--- config.mk ---
export PLATFORM = sky130hd
export DESIGN_NAME = adc_conversion_scheduler_flat
export DESIGN_NICKNAME = d
export VERILOG_FILES = /design/src/rtl/adc_conversion_scheduler_if.sv /design/src/rtl/adc_conversion_scheduler.sv /design/src/flat_wrapper.sv
export SDC_FILE = /design/constraint.sdc
export NUM_CORES = 1
export LEC_CHECK = 0
export BUFFER_PORTS_ARGS = -buffer_cell sky130_fd_sc_hd__buf_2
export CORE_MARGIN = 3
export CORE_UTILIZATION = 26
export DETAILED_ROUTE_END_ITERATION = 7
export SLEW_MARGIN = 10
export SYNTH_ARGS = -nofsm -noshare
export SYNTH_HDL_FRONTEND = slang
export SYNTH_SLANG_ARGS = --single-unit
--- constraint.sdc ---
create_clock -name sys_clk -period 4 [get_ports sys_clk]
set_input_delay 1.2 -clock sys_clk [delete_from_list [all_inputs] [get_ports sys_clk]]
set_output_delay 1.2 -clock sys_clk [all_outputs]
set_load 0.01 [all_outputs]
--- src/rtl/adc_conversion_scheduler_if.sv ---
// Request/response and SPI-engine bundle for adc_conversion_scheduler.
// master: requesters + engine side; slave: the scheduler itself.
interface adc_conversion_scheduler_if #(
  parameter int NUM_REQ = 2,
  parameter int DATA_W  = 12
);
  logic [NUM_REQ-1:0] req_valid;
  logic [NUM_REQ-1:0] req_channel;
  logic [NUM_REQ-1:0] req_ready;
  logic [NUM_REQ-1:0] rsp_valid;
  logic [DATA_W-1:0]  rsp_data;
  logic               rsp_error;
  logic               conv_start;
  logic               conv_channel;
  logic               conv_busy;
  logic               conv_done;
  logic [DATA_W-1:0]  conv_data;
  logic               sched_busy;

  modport master (
    output req_valid, req_channel,
    output conv_busy, conv_done, conv_data,
    input  req_ready, rsp_valid,
    input  rsp_data, rsp_error,
    input  conv_start, conv_channel,
    input  sched_busy
  );

  modport slave (
    input  req_valid, req_channel,
    input  conv_busy, conv_done, conv_data,
    output req_ready, rsp_valid,
    output rsp_data, rsp_error,
    output conv_start, conv_channel,
    output sched_busy
  );
endinterface

--- src/rtl/adc_conversion_scheduler.sv ---
// Round-robin scheduler sharing one MCP3202 SPI conversion engine.
// Ports: sys_clk, sys_reset (sync, active-high), bus (slave modport).
// Optional ADC_AVG_EN: 4 conversions per request, response = sum>>2.
module adc_conversion_scheduler #(
  parameter int NUM_REQ        = 2,
  parameter int DATA_W         = 12,
  parameter int TIMEOUT_CYCLES = 2048
) (
  input logic sys_clk,
  input logic sys_reset,
  adc_conversion_scheduler_if.slave bus
);
  localparam int IW = (NUM_REQ > 1) ? $clog2(NUM_REQ) : 1;
  localparam int CW = $clog2(TIMEOUT_CYCLES + 1);

  typedef enum logic [1:0] {
    IDLE,
    LAUNCH,
    WAIT,
    RESP
  } state_t;

  state_t            state, state_nxt;
  logic [IW-1:0]     ptr, ptr_nxt;
  logic [IW-1:0]     id, id_nxt;
  logic [IW-1:0]     win;
  logic              win_ok;
  logic              chan, chan_nxt;
  logic [CW-1:0]     cnt, cnt_nxt, cnt_inc;
  logic              tmo;
  logic [DATA_W-1:0] data, data_nxt;
  logic              err, err_nxt;
`ifdef ADC_AVG_EN
  logic [1:0]        nconv, nconv_nxt;
  logic [DATA_W+1:0] acc, acc_nxt, sum;
`endif

  // First valid requester after the last winner, wrapping.
  always_comb begin : arb
    int j;
    logic [IW-1:0] jj;
    j = 0;
    jj = '0;
    win = '0;
    win_ok = 1'b0;
    for (int k = 1; k <= NUM_REQ; k++) begin
      j = (int'(ptr) + k) % NUM_REQ;
      jj = IW'(j);
      if (!win_ok && bus.req_valid[jj]) begin
        win = jj;
        win_ok = 1'b1;
      end
    end
  end

  // The counter is cleared on the start pulse, so the value it is
  // stepping to equals the number of cycles elapsed since start.
  assign cnt_inc = cnt + CW'(1);
  assign tmo = (cnt_inc == CW'(TIMEOUT_CYCLES - 1));

  always_comb begin : fsm
    state_nxt = state;
    ptr_nxt = ptr;
    id_nxt = id;
    chan_nxt = chan;
    cnt_nxt = cnt;
    data_nxt = data;
    err_nxt = err;
    bus.req_ready = '0;
    bus.rsp_valid = '0;
    bus.conv_start = 1'b0;
`ifdef ADC_AVG_EN
    nconv_nxt = nconv;
    acc_nxt = acc;
    sum = acc + {2'b00, bus.conv_data};
`endif
    unique case (state)
      IDLE: begin
        if (win_ok) begin
          bus.req_ready[win] = 1'b1;
          id_nxt = win;
          ptr_nxt = win;
          chan_nxt = bus.req_channel[win];
          state_nxt = LAUNCH;
`ifdef ADC_AVG_EN
          nconv_nxt = '0;
          acc_nxt = '0;
`endif
        end
      end
      LAUNCH: begin
        if (!bus.conv_busy) begin
          bus.conv_start = 1'b1;
          cnt_nxt = '0;
          state_nxt = WAIT;
        end
      end
      WAIT: begin
        cnt_nxt = cnt_inc;
        if (bus.conv_done) begin
`ifdef ADC_AVG_EN
          if (nconv == 2'd3) begin
            data_nxt = sum[DATA_W+1:2];
            err_nxt = 1'b0;
            state_nxt = RESP;
          end else begin
            acc_nxt = sum;
            nconv_nxt = nconv + 2'd1;
            state_nxt = LAUNCH;
          end
`else
          data_nxt = bus.conv_data;
          err_nxt = 1'b0;
          state_nxt = RESP;
`endif
        end else if (tmo) begin
          data_nxt = '0;
          err_nxt = 1'b1;
          state_nxt = RESP;
        end
      end
      RESP: begin
        bus.rsp_valid[id] = 1'b1;
        state_nxt = IDLE;
      end
      default: state_nxt = IDLE;
    endcase
  end

  always_ff @(posedge sys_clk) begin
    if (sys_reset) begin
      state <= IDLE;
      ptr <= IW'(NUM_REQ - 1);
      id <= '0;
      chan <= 1'b0;
      cnt <= '0;
      data <= '0;
      err <= 1'b0;
`ifdef ADC_AVG_EN
      nconv <= '0;
      acc <= '0;
`endif
    end else begin
      state <= state_nxt;
      ptr <= ptr_nxt;
      id <= id_nxt;
      chan <= chan_nxt;
      cnt <= cnt_nxt;
      data <= data_nxt;
      err <= err_nxt;
`ifdef ADC_AVG_EN
      nconv <= nconv_nxt;
      acc <= acc_nxt;
`endif
    end
  end

  assign bus.rsp_data = data;
  assign bus.rsp_error = err;
  assign bus.conv_channel = chan;
  assign bus.sched_busy = (state != IDLE);
endmodule

--- src/flat_wrapper.sv ---
// flat-port wrapper written by rule: the top's interface ports become plain ports
module adc_conversion_scheduler_flat 
#(
  parameter int NUM_REQ        = 2,
  parameter int DATA_W         = 12,
  parameter int TIMEOUT_CYCLES = 2048
)
  (sys_clk, sys_reset, bus_req_valid, bus_req_channel, bus_conv_busy, bus_conv_done, bus_conv_data, bus_req_ready, bus_rsp_valid, bus_rsp_data, bus_rsp_error, bus_conv_start, bus_conv_channel, bus_sched_busy);
  adc_conversion_scheduler_if #(.NUM_REQ(NUM_REQ), .DATA_W(DATA_W)) bus_i ();
  input logic sys_clk;
  input logic sys_reset;
  input wire logic [$bits(bus_i.req_valid)-1:0] bus_req_valid;
  input wire logic [$bits(bus_i.req_channel)-1:0] bus_req_channel;
  input wire logic [$bits(bus_i.conv_busy)-1:0] bus_conv_busy;
  input wire logic [$bits(bus_i.conv_done)-1:0] bus_conv_done;
  input wire logic [$bits(bus_i.conv_data)-1:0] bus_conv_data;
  output wire logic [$bits(bus_i.req_ready)-1:0] bus_req_ready;
  output wire logic [$bits(bus_i.rsp_valid)-1:0] bus_rsp_valid;
  output wire logic [$bits(bus_i.rsp_data)-1:0] bus_rsp_data;
  output wire logic [$bits(bus_i.rsp_error)-1:0] bus_rsp_error;
  output wire logic [$bits(bus_i.conv_start)-1:0] bus_conv_start;
  output wire logic [$bits(bus_i.conv_channel)-1:0] bus_conv_channel;
  output wire logic [$bits(bus_i.sched_busy)-1:0] bus_sched_busy;
  assign bus_i.req_valid = bus_req_valid;
  assign bus_i.req_channel = bus_req_channel;
  assign bus_i.conv_busy = bus_conv_busy;
  assign bus_i.conv_done = bus_conv_done;
  assign bus_i.conv_data = bus_conv_data;
  assign bus_req_ready = bus_i.req_ready;
  assign bus_rsp_valid = bus_i.rsp_valid;
  assign bus_rsp_data = bus_i.rsp_data;
  assign bus_rsp_error = bus_i.rsp_error;
  assign bus_conv_start = bus_i.conv_start;
  assign bus_conv_channel = bus_i.conv_channel;
  assign bus_sched_busy = bus_i.sched_busy;
  adc_conversion_scheduler #(.NUM_REQ(NUM_REQ), .DATA_W(DATA_W), .TIMEOUT_CYCLES(TIMEOUT_CYCLES)) u_core (.sys_clk(sys_clk), .sys_reset(sys_reset), .bus(bus_i));
endmodule
==> key figures, run 1 <==
Flow run
  • Max-cap viol count: 0

Clock network
  • Clock transition at path regs: 70 ps
  • Cts repair resizes: 0
  • Clk root buf: clkbuf_8
  • Total clock sinks: 30
  • Hold-fix buffers at CTS: 0
  • Skew-Pair Late Insertion Delay: 280 ps
  • Setup Buffers After CTS: 0
  • Clock buffer depth: 2
  • CTS tree: yes
  • Inserted Clock Buffers: 5
  • Max H-tree Level: 2

Timing
  • Rel. slew slack: 63.06%
  • Final hold violations: 0
  • Final Setup Violations: 0
  • Final min period: 2965 ps
  • Slew Viols, Final: 0
  • Final period util: 74.12%
  • RSZ-0062 raised after global routing: no
  • Worst-margin pin slew: 554.0 ps
  • Fin Hold WS: 470.1 ps
  • Fmax: 337.3 MHz
  • Fin Setup TNS: 0 ps
  • Clock skew: 4.595 ps

Die
  • Core area: 0.006422 mm^2
  • Die ar.: 0.007691 mm^2
  • Die X: 87.70 um
  • Num ports: 40
  • Row Count: 29
  • Starting Density: 27.02%
  • Chip height: 87.70 um

Layout
  • Antenna diodes: 0
  • Design area: 0.002022 mm^2
  • Post-layout util: 31.48%
  • Layout Nets: 265
  • Fillers: 677
  • Layout cell share with drive strength beyond 1: 26.36%
  • Area grow syn2layout: 16.51%

Critical path
  • WS Path Type: primary input to output pin
  • CP Capture Type: output pin
  • Top delay family on crit path: buffers and inverters
  • Slowest cell delay on critical path: 220 ps
  • Peak fanout along the critical path: 4
  • Data arrival time of the worst path: 1760 ps
  • Startpoint Class: primary input
  • CP cell instances: buf_2 -> nand2_1 -> a21oi_1 -> buf_2
  • CP required: 2800 ps
  • Most frequent CP cell: buf_2
  • Worst path bufs/invs: 2
  • Crit-path slowest cell: a21oi_1

Synth
  • Commonest register cell after synthesis: dfxtp_1
  • Yosys reg bits: 30
  • Number of synthesized flops with an enable pin: 0
  • Synth top area cells: dfxtp_1 (35%), a21oi_1 (7.8%), a311oi_1 (6.1%)
  • Top cell type's share of synthesized area: 34.61%
  • Fraction of registers with async set/reset: 0%
  • Avg Inst Size Synth: 8.549 um^2
  • Synth warn: 0
  • Register area share after synthesis: 34.61%
  • Cell area after synthesis: 0.001735 mm^2
  • Syn_nets: 230
  • Yosys cell types: 47
  • Post-synth top cells: dfxtp_1 (30), a21oi_1 (27), nand2_1 (25)
  • Post-synth top area cell: dfxtp_1
  • Mapped Cells: 203
  • Most common cell in the netlist: dfxtp_1

Routing
  • WL per Instance: 12.53 um
  • Vias after detailed routing: 1588
  • DRT antenna net count: 0
  • Initial DRC count: 94
  • Vias per cell: 5.025
  • DRC: 0
  • Final WL: 3.960 mm
  • Drt first pass iters: 4

Status
  • Status: finished clean

Global routing
  • Gr ovfl total: 0
  • Initial antenna violation count: 0
  • Vias in the first global route: 1429
  • Tot GR Track Use: 10.61%
  • Largest net degree at the start of global routing: 32
  • First-pass GRT wire length: 6.548 mm

Placement
  • Detailed placement HPWL: 2.782 mm
  • GPL Wtd Cong: 0.8093
  • Dpl cell area: 0.001927 mm^2
  • I/O Buffers: 39

Power and ir drop
  • Power density cells: 473.0 mW/mm^2
  • Maximum vdd drop: 179.7 uV
  • P_leak: 0.7789 nW

Worst hold path
  • Worst hold path class: flop to flop
## path summary, 6_finish.rpt
| kind | from | endpoint | slack, ps | cells after the start |
|---|---|---|---|---|
| worst min register to register | u_core.bus.rsp_error | u_core.bus.rsp_error | 470 | 1 |
| worst max register to register | u_core.cnt[3] | u_core.bus.rsp_data[7] | 1550 | 6 |
| worst max-delay path | bus_req_valid[1] | bus_req_ready[1] | 1040 | 4 |
| worst min-delay path | u_core.bus.rsp_error | u_core.bus.rsp_error | 470 | 1 |
## cells in the final DEF (no fill, tap or decap), drive strengths merged, types with 3 or more instances in the layout
cell | Yosys | layout
buf | 3 | 42
dfxtp | 30 | 30
a21oi | 27 | 27
nand2 | 25 | 25
nor2 | 19 | 19
a311oi | 13 | 13
inv | 8 | 8
ha | 7 | 7
o21ai | 6 | 6
clkbuf | 9 | 6
a22oi | 5 | 5
nand3 | 5 | 5
or4 | 5 | 5
nor2b | 3 | 3
o21a | 3 | 3
nor3 | 3 | 3
nand2b | 3 | 3
nand4 | 3 | 3
## layer usage
layer | up-vias | global-route usage (%) | routed length, um
met5 | - | 0 | 0
met4 | 0 | 2.929 | 25
met3 | 4 | 3.763 | 267
met2 | 34 | 16.23 | 1704
met1 | 738 | 14.12 | 1963
li1 | 812 | - | -
## state kept, by name (all words and copies together) (netlist names)
name	cells
u_core.cnt	12
u_core.bus.rsp_error	1
u_core.state	2
u_core.id	1
u_core.bus.rsp_data	12
u_core.ptr	1
u_core.bus.conv_channel	1
## cell type report
| class | count | area (um^2) | share of cell area, % |
|---|---|---|---|
| multi-input cells | 151 | 982.2 | 48.58 |
| flip-flops and latches | 30 | 600.6 | 29.70 |
| repair buffers | 42 | 217.7 | 10.77 |
| well taps | 77 | 96.34 | 4.765 |
| clock buffers | 6 | 82.58 | 4.084 |
| inverters | 8 | 30.03 | 1.485 |
| clock inverters | 2 | 12.51 | 0.6188 |
## logic make-up (layout without fill, tap and decap cells)
group | after synthesis | in the layout | share of synthesized area, %
and+or+nand+nor | 73 | 73 | 21.34
AOI/OAI and AO/OA | 66 | 66 | 27.47
DFF | 30 | 30 | 34.61
buffers and inverters | 22 | 58 | 8.796
adders and majority gates | 7 | 7 | 5.047
xor gates and xnor gates | 3 | 3 | 1.514
muxes | 2 | 2 | 1.226
## where the power goes
part	switching [mW]	internal [mW]	total [mW]
sequential	0.0289	0.333	0.361
clock	0.118	0.138	0.256
combinational	0.216	0.123	0.339
## metrics by stage
step | power, mW | worst slack (ps) | std cells
after floorplan | 0.5889 | 1272 | 203
after global placement | 0.7042 | 1081 | 308
after detailed placement | 0.7089 | 1038 | 308
after CTS | 0.9693 | 1040 | 316
after global routing | 1.027 | 993.3 | 316
final | 0.9563 | 1035 | 316
Note: power is estimated with default switching activity, not from simulation.
==> run 2: changes to the inputs <==
==> constraint.sdc (replaced) <==
create_clock -name sys_clk -period 2.4 [get_ports sys_clk]
set_input_delay 0.72 -clock sys_clk [delete_from_list [all_inputs] [get_ports sys_clk]]
set_output_delay 0.72 -clock sys_clk [all_outputs]
set_load 0.01 [all_outputs]
==> run 2 against run 1 <==
Net effect:
- first-iteration DRC count decreased by 14%
- final area increased by 3.0%
- largest cell class unchanged
- combinational power increased by 70%
==> key figures, run 2 (same netlist as run 1, synthesis figures left out) <==
Critical path
  • Peak fanout along the critical path: 6 (was 4)
  • Slowest cell delay on critical path: 420 ps (was 220 ps)
  • Worst Reg2Reg Path Length in Cells: 7 (was 6)
  • CP Capture Type: flop (was output pin)
  • WS Path Type: flop to flop (was primary input to output pin)
  • CP required: 2610 ps (was 2800 ps)
  • CP cell instances: ha_1 -> nand2_1 -> or3_1 -> a2111oi_4 -> o2111ai_2 -> a311oi_2 -> mux2i_1 (was buf_2 -> nand2_1 -> a21oi_1 -> buf_2)
  • Data arrival time of the worst path: 2450 ps (was 1760 ps)
  • Startpoint Class: flop (was primary input)
  • Crit-path slowest cell: dfxtp_1 (was a21oi_1)

Timing
  • Final Setup Violations: 0 (unchanged)
  • Worst-margin pin slew: 886.7 ps (was 554.0 ps)
  • Fin Setup TNS: 0 ps (unchanged)
  • Final hold violations: 0 (unchanged)
  • Slew Viols, Final: 0 (unchanged)
  • Rel. slew slack: 40.26% (was 63.06%)
  • Final min period: 2241 ps
  • Final period util: 93.37%
  • RSZ-0062 raised after global routing: no (unchanged)
  • Fmax: 446.2 MHz
  • Clock skew: 6.269 ps (was 4.595 ps)
  • PnR worst setup slack: 159.1 ps (was 1035 ps)

Layout
  • Commonest non-fill, non-tap cell in the layout: buf_2 (unchanged)
  • Layout Nets: 273 (was 265)
  • Reg area: 601.8 um^2 (was 600.6 um^2)
  • Layout cell share with drive strength beyond 1: 28.57% (was 26.36%)
  • Multi-input gate area: 982.2 um^2 (unchanged)
  • Fillers: 663 (was 677)
  • Antenna diodes: 0 (unchanged)
  • Commonest non-fill, non-tap cells in the layout: buf_2 (39), dfxtp_1 (29), a21oi_1 (27) (was buf_2 (39), dfxtp_1 (30), a21oi_1 (27))
  • Area grow syn2layout: 20.04% (was 16.51%)

Clock network
  • Inserted Clock Buffers: 5 (unchanged)
  • CTS tree: yes (unchanged)
  • Clk root buf: clkbuf_8 (unchanged)
  • Clock transition at path regs: 60 ps (was 70 ps)
  • Total clock sinks: 30 (unchanged)
  • Clock buffer depth: 2 (unchanged)
  • Skew-Pair Late Insertion Delay: 280 ps (about the same)
  • Max H-tree Level: 2 (unchanged)

Die
  • Die ar.: 0.007691 mm^2 (unchanged)
  • Core area: 0.006422 mm^2 (unchanged)
  • Chip height: 87.70 um (unchanged)
  • Row Count: 29 (unchanged)
  • Num ports: 40 (unchanged)
  • Die X: 87.70 um (unchanged)
  • Starting Density: 27.02% (unchanged)

Power and ir drop
  • Power density cells: 759.3 mW/mm^2 (was 473.0 mW/mm^2)
  • P_leak: 0.8202 nW (was 0.7789 nW)
  • Maximum vdd drop: 330.1 uV (was 179.7 uV)
  • Combinational power share: 36.4% (was 35.5%)
  • Net Sw Power: 0.5912 mW (was 0.3625 mW)
  • Internal power: 0.9907 mW (was 0.5939 mW)
  • Clock network fraction of total power: 25.5% (was 26.7%)
  • Reg power frac: 38.1% (was 37.8%)
  • Sw Share: 37.37% (was 37.90%)

Routing
  • DRT antenna net count: 0 (unchanged)
  • Final WL: 4.149 mm (was 3.960 mm)
  • Vias per cell: 5.040 (was 5.025)
  • Drt first pass iters: 4 (unchanged)
  • WL per Instance: 12.89 um (was 12.53 um)
  • Initial DRC count: 81 (was 94)
  • Vias after detailed routing: 1623 (was 1588)
  • DRC: 0 (unchanged)

Global routing
  • Largest net degree at the start of global routing: 32 (unchanged)
  • Vias in the first global route: 1505 (was 1429)
  • Initial antenna violation count: 0 (unchanged)
  • First-pass GRT wire length: 6.996 mm (was 6.548 mm)
  • Tot GR Track Use: 11.29% (was 10.61%)
  • Gr ovfl total: 0 (unchanged)

Placement
  • I/O Buffers: 39 (unchanged)
  • Pre-CTS setup slack: 69.95 ps (was 1038 ps)
  • Detailed placement HPWL: 3.021 mm (was 2.782 mm)
  • GPL Wtd Cong: 0.8127 (was 0.8093)

Worst hold path
  • Hold path depth: 1 (unchanged)
  • Worst hold path class: flop to flop (unchanged)

Status
  • Status: finished clean (unchanged)

Flow run
  • Max-cap viol count: 0 (unchanged)
## run 2: cell count changes in the layout (fill, tap and decap cells not counted)
cell	change
buf_12	+1
buf_4	+7
dfxtp_1	-1
clkinvlp_4	-1
dfxtp_2	+1
clkinv_2	-1
## run 2: metrics by stage
stage	cell area, um^2	total power, mW	cells	hold slack (ps)	utilization [%]
floorplan	1735	0.9816	203	470.4	-
global placement	1999	1.187	316	458.6	31.13
detailed placement	1999	1.189	316	468.2	31.13
CTS	2082	1.595	322	484.0	32.42
global route	2083	1.693	322	499.2	32.44
finish	2083	1.582	322	479.2	32.44
## run 2: area by class of cell
class	instances	area share (%)
Multi-Input combinational cell	151	47.15
Inverter	8	1.441
Clock buffer	6	3.964
Timing Repair Buffer	50	13.93
Tap cell	77	4.625
Sequential cell	30	28.89
## run 2: timing repair
item | CTS | global route
gates resized for setup | 0 | 1
endpoints found under the setup margin | 0 | 8
hold buffers | 0 | 0
buffers inserted | 0 | 0
## run 2: power by group through the flow
stage,Combinational (mW),Clock [mW],Sequential (mW)
after CTS,0.580,0.412,0.602
after global routing,0.644,0.435,0.613
after floorplan,0.366,0,0.615
final,0.575,0.404,0.602
after detailed placement,0.576,0,0.612
after global placement,0.577,0,0.610
## run 2: worst paths after layout
check | from | end | slack [ps]
min | u_core.bus.rsp_error | u_core.bus.rsp_error | 480
max reg2reg | u_core.cnt[1] | u_core.state[1] | 160
min reg2reg | u_core.bus.rsp_error | u_core.bus.rsp_error | 480
max | u_core.cnt[1] | u_core.state[1] | 160
## run 2: metal layers
metal / global-route usage, % / routed length (um) / vias up
met3: 3.669 / 235 / 7
li1: - / - / 827
met4: 3.208 / 74 / 0
met1: 15.43 / 1995 / 746
met2: 16.99 / 1844 / 43
met5: 0 / 0 / -
## run 2: critical path: cells and delay by family, from the launching register on
family / cells / cell delay (ps)
AO/OA/AOI/OAI: 3 / 880
multiplexers: 1 / 210
adder cells (fa/ha/maj): 1 / 180
AND/OR/NAND/NOR: 2 / 490
flip-flops: 1 / 420
